--- src/rtl/pipeline_hazard_ctrl_pkg.sv ---
// Shared constants, FSM state type and saturating-count helper for the hazard scheduler.
// The optional write-first bypass is selected by defining WB_BYPASS_EN.
package pipeline_hazard_ctrl_pkg;

  localparam int NUM_REGS   = 16;
  localparam int REG_IDX_W  = 4;
  localparam int PEND_W     = 2;
  localparam int BR_TIMEOUT = 8;
  localparam int CNT_W      = 16;

  typedef enum logic [0:0] {
    HZ_IDLE    = 1'b0,
    HZ_BR_WAIT = 1'b1
  } hz_state_e;

  // Performance counters stick at all-ones instead of wrapping.
  function automatic logic [CNT_W-1:0] sat_inc(input logic [CNT_W-1:0] value);
    if (value == {CNT_W{1'b1}}) begin
      sat_inc = value;
    end else begin
      sat_inc = value + {{(CNT_W-1){1'b0}}, 1'b1};
    end
  endfunction

endpackage

--- src/rtl/pipeline_hazard_ctrl_scoreboard.sv ---
// Per-register pending-write counters with one increment port, one decrement port,
// three read ports and an underflow indication.
module pipeline_hazard_ctrl_scoreboard
  import pipeline_hazard_ctrl_pkg::*;
#(
  parameter int SB_NUM_REGS  = NUM_REGS,
  parameter int SB_IDX_W     = REG_IDX_W,
  parameter int SB_PEND_W    = PEND_W
) (
  input  logic                 clk,
  input  logic                 rst_n,
  input  logic                 inc_en,
  input  logic [SB_IDX_W-1:0]  inc_idx,
  input  logic                 dec_en,
  input  logic [SB_IDX_W-1:0]  dec_idx,
  input  logic [SB_IDX_W-1:0]  src1_idx,
  input  logic [SB_IDX_W-1:0]  src2_idx,
  input  logic [SB_IDX_W-1:0]  dest_idx,
  output logic [SB_PEND_W-1:0] src1_cnt,
  output logic [SB_PEND_W-1:0] src2_cnt,
  output logic [SB_PEND_W-1:0] dest_cnt,
  output logic                 underflow
);

  localparam logic [SB_PEND_W-1:0] PEND_ZERO = {SB_PEND_W{1'b0}};
  localparam logic [SB_PEND_W-1:0] PEND_ONE  = {{(SB_PEND_W-1){1'b0}}, 1'b1};
  localparam logic [SB_PEND_W-1:0] PEND_MAX  = {SB_PEND_W{1'b1}};

  logic [SB_PEND_W-1:0] pend_r [SB_NUM_REGS];
  logic                 same_reg_s;

  assign same_reg_s = inc_en && dec_en && (inc_idx == dec_idx);

  for (genvar i = 0; i < SB_NUM_REGS; i++) begin : g_pend
    logic inc_hit_s;
    logic dec_hit_s;

    assign inc_hit_s = inc_en && (inc_idx == SB_IDX_W'(i));
    assign dec_hit_s = dec_en && (dec_idx == SB_IDX_W'(i));

    // Pending counter: simultaneous issue and writeback on one register cancel out.
    always_ff @(posedge clk or negedge rst_n) begin
      if (!rst_n) begin
        pend_r[i] <= PEND_ZERO;
      end else begin
        case ({inc_hit_s, dec_hit_s})
          2'b10: begin
            if (pend_r[i] != PEND_MAX) begin
              pend_r[i] <= pend_r[i] + PEND_ONE;
            end else begin
              pend_r[i] <= pend_r[i];
            end
          end
          2'b01: begin
            if (pend_r[i] != PEND_ZERO) begin
              pend_r[i] <= pend_r[i] - PEND_ONE;
            end else begin
              pend_r[i] <= pend_r[i];
            end
          end
          default: pend_r[i] <= pend_r[i];
        endcase
      end
    end
  end

  assign src1_cnt  = pend_r[src1_idx];
  assign src2_cnt  = pend_r[src2_idx];
  assign dest_cnt  = pend_r[dest_idx];
  assign underflow = dec_en && (pend_r[dec_idx] == PEND_ZERO) && !same_reg_s;

endmodule

--- src/rtl/pipeline_hazard_ctrl.sv ---
// Central hazard scheduler: RAW/WAW-capacity stall from the scoreboard, branch-wait FSM,
// stall performance counters and a sticky error flag. Optional macro: WB_BYPASS_EN.
module pipeline_hazard_ctrl
  import pipeline_hazard_ctrl_pkg::*;
(
  input  logic                 clk,
  input  logic                 rst_n,
  input  logic                 lock,
  input  logic                 dec_valid,
  input  logic [REG_IDX_W-1:0] dec_src1_idx,
  input  logic                 dec_src1_used,
  input  logic [REG_IDX_W-1:0] dec_src2_idx,
  input  logic                 dec_src2_used,
  input  logic [REG_IDX_W-1:0] dec_dest_idx,
  input  logic                 dec_dest_write,
  input  logic                 dec_is_branch,
  input  logic                 branch_resolved,
  input  logic                 wb_enable,
  input  logic [REG_IDX_W-1:0] wb_reg_idx,
  output logic                 issue,
  output logic                 dep_stall,
  output logic                 branch_stall,
  output logic [CNT_W-1:0]     dep_stall_cycles,
  output logic [CNT_W-1:0]     br_stall_cycles,
  output logic                 error
);

  localparam int TMR_W = $clog2(BR_TIMEOUT + 1);
  localparam logic [TMR_W-1:0]  TMR_ZERO = {TMR_W{1'b0}};
  localparam logic [TMR_W-1:0]  TMR_ONE  = {{(TMR_W-1){1'b0}}, 1'b1};
  localparam logic [TMR_W-1:0]  TMR_LAST = TMR_W'(BR_TIMEOUT - 1);
  localparam logic [TMR_W-1:0]  TMR_END  = TMR_W'(BR_TIMEOUT);
  localparam logic [PEND_W-1:0] PEND_ZERO = {PEND_W{1'b0}};
  localparam logic [PEND_W-1:0] PEND_ONE  = {{(PEND_W-1){1'b0}}, 1'b1};
  localparam logic [PEND_W-1:0] PEND_MAX  = {PEND_W{1'b1}};

  hz_state_e         state_r;
  hz_state_e         state_nxt_s;
  logic [TMR_W-1:0]  timer_r;
  logic [TMR_W-1:0]  timer_nxt_s;
  logic              timeout_s;
  logic              ready_r;
  logic [CNT_W-1:0]  dep_cnt_r;
  logic [CNT_W-1:0]  br_cnt_r;
  logic              error_r;

  logic [PEND_W-1:0] src1_cnt_s;
  logic [PEND_W-1:0] src2_cnt_s;
  logic [PEND_W-1:0] dest_cnt_s;
  logic              underflow_s;
  logic              src1_fwd_s;
  logic              src2_fwd_s;
  logic              src1_busy_s;
  logic              src2_busy_s;
  logic              dest_full_s;
  logic              dep_s;
  logic              brs_s;
  logic              issue_s;

  pipeline_hazard_ctrl_scoreboard u_scoreboard (
    .clk       (clk),
    .rst_n     (rst_n),
    .inc_en    (issue_s && dec_dest_write),
    .inc_idx   (dec_dest_idx),
    .dec_en    (wb_enable),
    .dec_idx   (wb_reg_idx),
    .src1_idx  (dec_src1_idx),
    .src2_idx  (dec_src2_idx),
    .dest_idx  (dec_dest_idx),
    .src1_cnt  (src1_cnt_s),
    .src2_cnt  (src2_cnt_s),
    .dest_cnt  (dest_cnt_s),
    .underflow (underflow_s)
  );

`ifdef WB_BYPASS_EN
  // Write-first register file: the last outstanding write landing now satisfies the read.
  assign src1_fwd_s = wb_enable && (wb_reg_idx == dec_src1_idx) && (src1_cnt_s == PEND_ONE);
  assign src2_fwd_s = wb_enable && (wb_reg_idx == dec_src2_idx) && (src2_cnt_s == PEND_ONE);
`else
  assign src1_fwd_s = 1'b0;
  assign src2_fwd_s = 1'b0;
`endif

  assign src1_busy_s = dec_src1_used && (src1_cnt_s != PEND_ZERO) && !src1_fwd_s;
  assign src2_busy_s = dec_src2_used && (src2_cnt_s != PEND_ZERO) && !src2_fwd_s;
  assign dest_full_s = dec_dest_write && (dest_cnt_s == PEND_MAX);
  assign dep_s       = dec_valid && (src1_busy_s || src2_busy_s || dest_full_s);
  assign brs_s       = (state_r == HZ_BR_WAIT);
  // ready_r keeps issue low until the first clock edge after reset release.
  assign issue_s     = ready_r && lock && dec_valid && !dep_s && !brs_s;

  assign issue            = issue_s;
  assign dep_stall        = dep_s;
  assign branch_stall     = brs_s;
  assign dep_stall_cycles = dep_cnt_r;
  assign br_stall_cycles  = br_cnt_r;
  assign error            = error_r;

  // Branch-wait next state and timeout timer; everything holds while the PLL is unlocked.
  always_comb begin
    state_nxt_s = state_r;
    timer_nxt_s = timer_r;
    timeout_s   = 1'b0;
    case (state_r)
      HZ_IDLE: begin
        if (issue_s && dec_is_branch) begin
          state_nxt_s = HZ_BR_WAIT;
          timer_nxt_s = TMR_ZERO;
        end else begin
          state_nxt_s = HZ_IDLE;
        end
      end
      HZ_BR_WAIT: begin
        if (!lock) begin
          state_nxt_s = HZ_BR_WAIT;
        end else if (branch_resolved) begin
          state_nxt_s = HZ_IDLE;
          timer_nxt_s = TMR_ZERO;
        end else if (timer_r != TMR_END) begin
          timer_nxt_s = timer_r + TMR_ONE;
          timeout_s   = (timer_r == TMR_LAST);
        end else begin
          state_nxt_s = HZ_BR_WAIT;
        end
      end
      default: begin
        state_nxt_s = HZ_IDLE;
        timer_nxt_s = TMR_ZERO;
      end
    endcase
  end

  // FSM, timer and issue-enable registers.
  always_ff @(posedge clk or negedge rst_n) begin
    if (!rst_n) begin
      state_r <= HZ_IDLE;
      timer_r <= TMR_ZERO;
      ready_r <= 1'b0;
    end else begin
      state_r <= state_nxt_s;
      timer_r <= timer_nxt_s;
      ready_r <= 1'b1;
    end
  end

  // Stall performance counters and sticky error flag.
  always_ff @(posedge clk or negedge rst_n) begin
    if (!rst_n) begin
      dep_cnt_r <= {CNT_W{1'b0}};
      br_cnt_r  <= {CNT_W{1'b0}};
      error_r   <= 1'b0;
    end else begin
      if (lock && dep_s) begin
        dep_cnt_r <= sat_inc(dep_cnt_r);
      end else begin
        dep_cnt_r <= dep_cnt_r;
      end
      if (lock && brs_s) begin
        br_cnt_r <= sat_inc(br_cnt_r);
      end else begin
        br_cnt_r <= br_cnt_r;
      end
      error_r <= error_r || underflow_s || timeout_s;
    end
  end

endmodule

--- config.mk ---
export PLATFORM = sky130hd
export DESIGN_NAME = pipeline_hazard_ctrl
export DESIGN_NICKNAME = d
export VERILOG_FILES = /design/src/rtl/pipeline_hazard_ctrl_pkg.sv /design/src/rtl/pipeline_hazard_ctrl_scoreboard.sv /design/src/rtl/pipeline_hazard_ctrl.sv
export SDC_FILE = /design/constraint.sdc
export NUM_CORES = 1
export LEC_CHECK = 0
export BUFFER_PORTS_ARGS = -buffer_cell sky130_fd_sc_hd__buf_4
export CORE_MARGIN = 2
export CORE_UTILIZATION = 55
export CTS_BUF_LIST = sky130_fd_sc_hd__clkbuf_8
export DETAILED_ROUTE_END_ITERATION = 12
export GPL_ROUTABILITY_DRIVEN = 1
export PLACE_DENSITY = 0.79
export SLEW_MARGIN = 25
export SYNTH_ARGS = -nofsm -noshare
export SYNTH_HDL_FRONTEND = slang
export SYNTH_SLANG_ARGS = --single-unit
export TNS_END_PERCENT = 10
--- constraint.sdc ---
create_clock -name clk -period 3.1 [get_ports clk]
set_input_delay 0.155 -clock clk [delete_from_list [all_inputs] [get_ports clk]]
set_output_delay 0.155 -clock clk [all_outputs]
set_load 0.01 [all_outputs]
==> results.md <==
- Min Clock Period, post-route: 3.40 ns
- Failing checks: setup timing
- WP data required: 3.35 ns
- Design Power: 2.95 mW
- First-pass DRT Iterations: 5
- Starting Density: 56.9%
- Switching Power: 1.05 mW
- Post-DP HPWL: 10.9 mm
- First-pass GRT wire length: 24.0 mm
- Period Utilization, post-route: 110%
- DR WL/cell: 17.7 µm
- Initial antenna violation count: 0
- CP max stage delay: 0.47 ns
- Clk buf depth: 2
- Family with the most delay on the worst path: simple AND/OR/NAND/NOR gates
- Pwr Density: 437 nW/µm²
- Max Fclk: 0.294 GHz
- CTS Root Cell: clkbuf_8
- DR iter-0 viols: 395
- Clock Latency Late Sink: 0.36 ns
- CTS H-tree lvls: 3
- Fraction of registers with async set/reset: 100%
- Die Y: 102 µm
- Combinational share of power: 33.3%
- Num rows: 35
- PnR worst setup slack: -0.300 ns
- Drt via density: 6.12
- Residual DRC: 0
- Reg clk slew, reported paths: 0.08 ns
- Sequential-to-total area share from yosys stat: 33.6%
- Setup TNS: -4.20 ns
- Worst-Margin Slew: 0.756 ns
- FF+latch count, synth: 71
- CTS tree: yes
- CP bufs+invs: 2
- Total Routed Length: 14.9 mm
- IO Port Bufs: 61
- Setup CP Type: reg -> reg
- Vias in the first global route: 5075
- Syn nets: 669
- Non-Filler Instances: 842
- Max Slew Vio Count: 0
- Worst Hold Class: in -> reg
- Synthesized area per cell: 8.64 µm²
- YS warnings: 0
- Number of inserted diodes: 0
- # setup viols final: 29
- Maximum capacitance violations: 0
- Overflow after GRT: 0
- GPL Wtd Cong: 0.951
- Final hold vios: 0
- Layout area overhead: 27.7%
- Placement Cell Area: 6210 µm²
- Internal cell power: 1.90 mW
- Clock power frac: 25.4%
- Clock Skew: 0.0110 ns
- Post-route cell area: 6740 µm²
- Worst vdd ir: 284 µV
- Dpl cells: 819
- Post-synth EDFFs: 0
- Gr usage total: 29.3%
- RSZ-0062 raised after global routing: true
- Die width: 102 µm
- Vias: 5153
- CP Launch Type: flip-flop
- Cells after Synth: 611
- Leakage power: 2.97 nW
- CP arrival: 3.65 ns
- Cell area after synthesis: 5280 µm²
- Num ports: 62
- Worst Setup End Kind: flip-flop
- Final net count: 767
- Layout cell share with drive strength beyond 1: 27.8%
- Status: finished, violations left
- Distinct cell type count after synthesis: 58
- # clock sinks: 71
- Reg power frac: 41.3%
- Max stage delay cell, worst path: mux4_2
- Crit-path cells: or2_1 > mux4_2 > a2111o_1 > a32o_2 > nor3b_4 > nand2_4 > buf_6 > or3_4 > ha_4 > nor2_4 > buf_4 > o22ai_4 > nor2_2
- TritonCTS Buffers: 9
- Worst Path Max Fanout: 7
- Final ANT Viol Nets: 0
- Die Area: 10400 µm²
- Pin count of the biggest net entering global routing: 72
- Slew HR: 49.5%
- Core Region: 9280 µm²
- Net Sw Frac: 35.6%
- Layout Utilization: 72.6%
- Primary FF master, synth: dfrtp_1
kinds of logic (layout without fill, tap and decap cells):
family	count (synthesis)	in the layout	share of synthesized area, %
and+or+nand+nor	304	304	29.1
AOI/OAI and AO/OA	95	95	11.8
DFF	71	71	33.6
buffers and inverters	52	154	3.93
adders and majority gates	32	32	7.58
xor gates and xnor gates	32	32	5.31
muxes	24	24	8.53
other	1	1	0.0710
layer usage:
layer  routed length [µm]  share of wire [%]  GRT usage (%)
met5                    0                  0              0
met4                  331                2.2           11.5
met3                 1090                7.3           5.54
met2                 7250                 49           49.1
met1                 6260                 42           37.6
path summary, 6_finish.rpt:
kind,startpoint,endpoint,slack (ns),cells past startpoint
min,branch_resolved,timer_r[1],0.10,4
max reg2reg,u_scoreboard.pend_r[21],u_scoreboard.pend_r[9],-0.30,13
max,u_scoreboard.pend_r[21],u_scoreboard.pend_r[9],-0.30,13
min in group asynchronous,rst_n,u_scoreboard.pend_r[30],0.29,2
max in group asynchronous,rst_n,dep_stall_cycles[11],2.23,3
min reg2reg,br_stall_cycles[15],br_stall_cycles[15],0.50,1
layout make-up:
| cell class | count | area, µm² |
|---|---|---|
| repair buffers | 111 | 888 |
| multi-input cells | 488 | 3620 |
| fillers | 718 | 2540 |
| well taps | 129 | 161 |
| flip-flops and latches | 71 | 1780 |
| clock inverters | 6 | 62.6 |
| inverters | 28 | 105 |
| clock buffers | 9 | 124 |
registers in the layout, summed over array words and instances, names as in the netlist:
register,flops
ready_r,1
branch_stall,1
u_scoreboard.pend_r,32
timer_r,4
error,1
br_stall_cycles,16
dep_stall_cycles,16
worst min-delay path: stages:
cell	delay, ns
buf_4	0.09
nor2b_1	0.06
nand2_1	0.06
mux2i_1	0.06
synthesized netlist by cell type (10+ instances only):
cell type,number,area share [%]
nor2b_1,15,1.8
o31ai_1,10,1.4
dfrtp_1,71,34
nor3_1,34,3.2
nand2_1,64,4.5
nand3_1,37,3.5
nor2_1,71,5.0
clkbuf_1,17,1.2
o21ai_0,17,1.6
a21o_1,11,1.6
o22ai_1,10,1.2
inv_1,28,2.0
mux4_2,15,6.4
nand4_1,14,1.7
ha_1,32,7.6
xnor2_1,22,3.6
nand2b_1,20,2.4
xor2_1,10,1.7
a21oi_1,25,2.4
through the flow:
stage	worst slack, ns	hold WS (ns)
detailed placement	-0.389	0.355
CTS	-0.310	0.0981
global route	-0.408	0.120
global placement	-0.295	0.342
floorplan	-0.198	-0.141
finish	-0.300	0.101
layout by cell type, fill, tap and decap left out, types with 5 or more instances in the layout:
cell and instances:
a21o_1 11, a21oi_1 24, buf_4 103, clkbuf_8 9, dfrtp_1 71, ha_1 21, ha_4 8, inv_1 28
mux2_2 5, mux4_2 15, nand2_1 64, nand2b_1 20, nand3_1 34, nand4_1 14, nand4b_1 6, nor2_1 61
nor2_2 6, nor2b_1 15, nor3_1 26, nor3_2 5, nor3_4 5, o21ai_0 15, o22ai_1 7, o31ai_1 10
xnor2_1 22, xor2_1 10
power groups by stage:
stage / Clock [mW] / Sequential, mW / Combinational (mW)
floorplan: 0 / 1.23 / 0.504
global placement: 0 / 1.22 / 0.884
detailed placement: 0 / 1.23 / 0.917
CTS: 0.756 / 1.21 / 0.942
global route: 0.791 / 1.24 / 1.07
finish: 0.750 / 1.22 / 0.981
repair_timing:
action                                  CTS  global route
hold buffers                              1             0
pin swaps                                15             9
endpoints found under the hold margin    65             0
gates resized for setup                  26            25
gates cloned                              0             0
endpoints found under the setup margin   29            32
buffers inserted                          3             4
(Power assumes the default switching activity.)
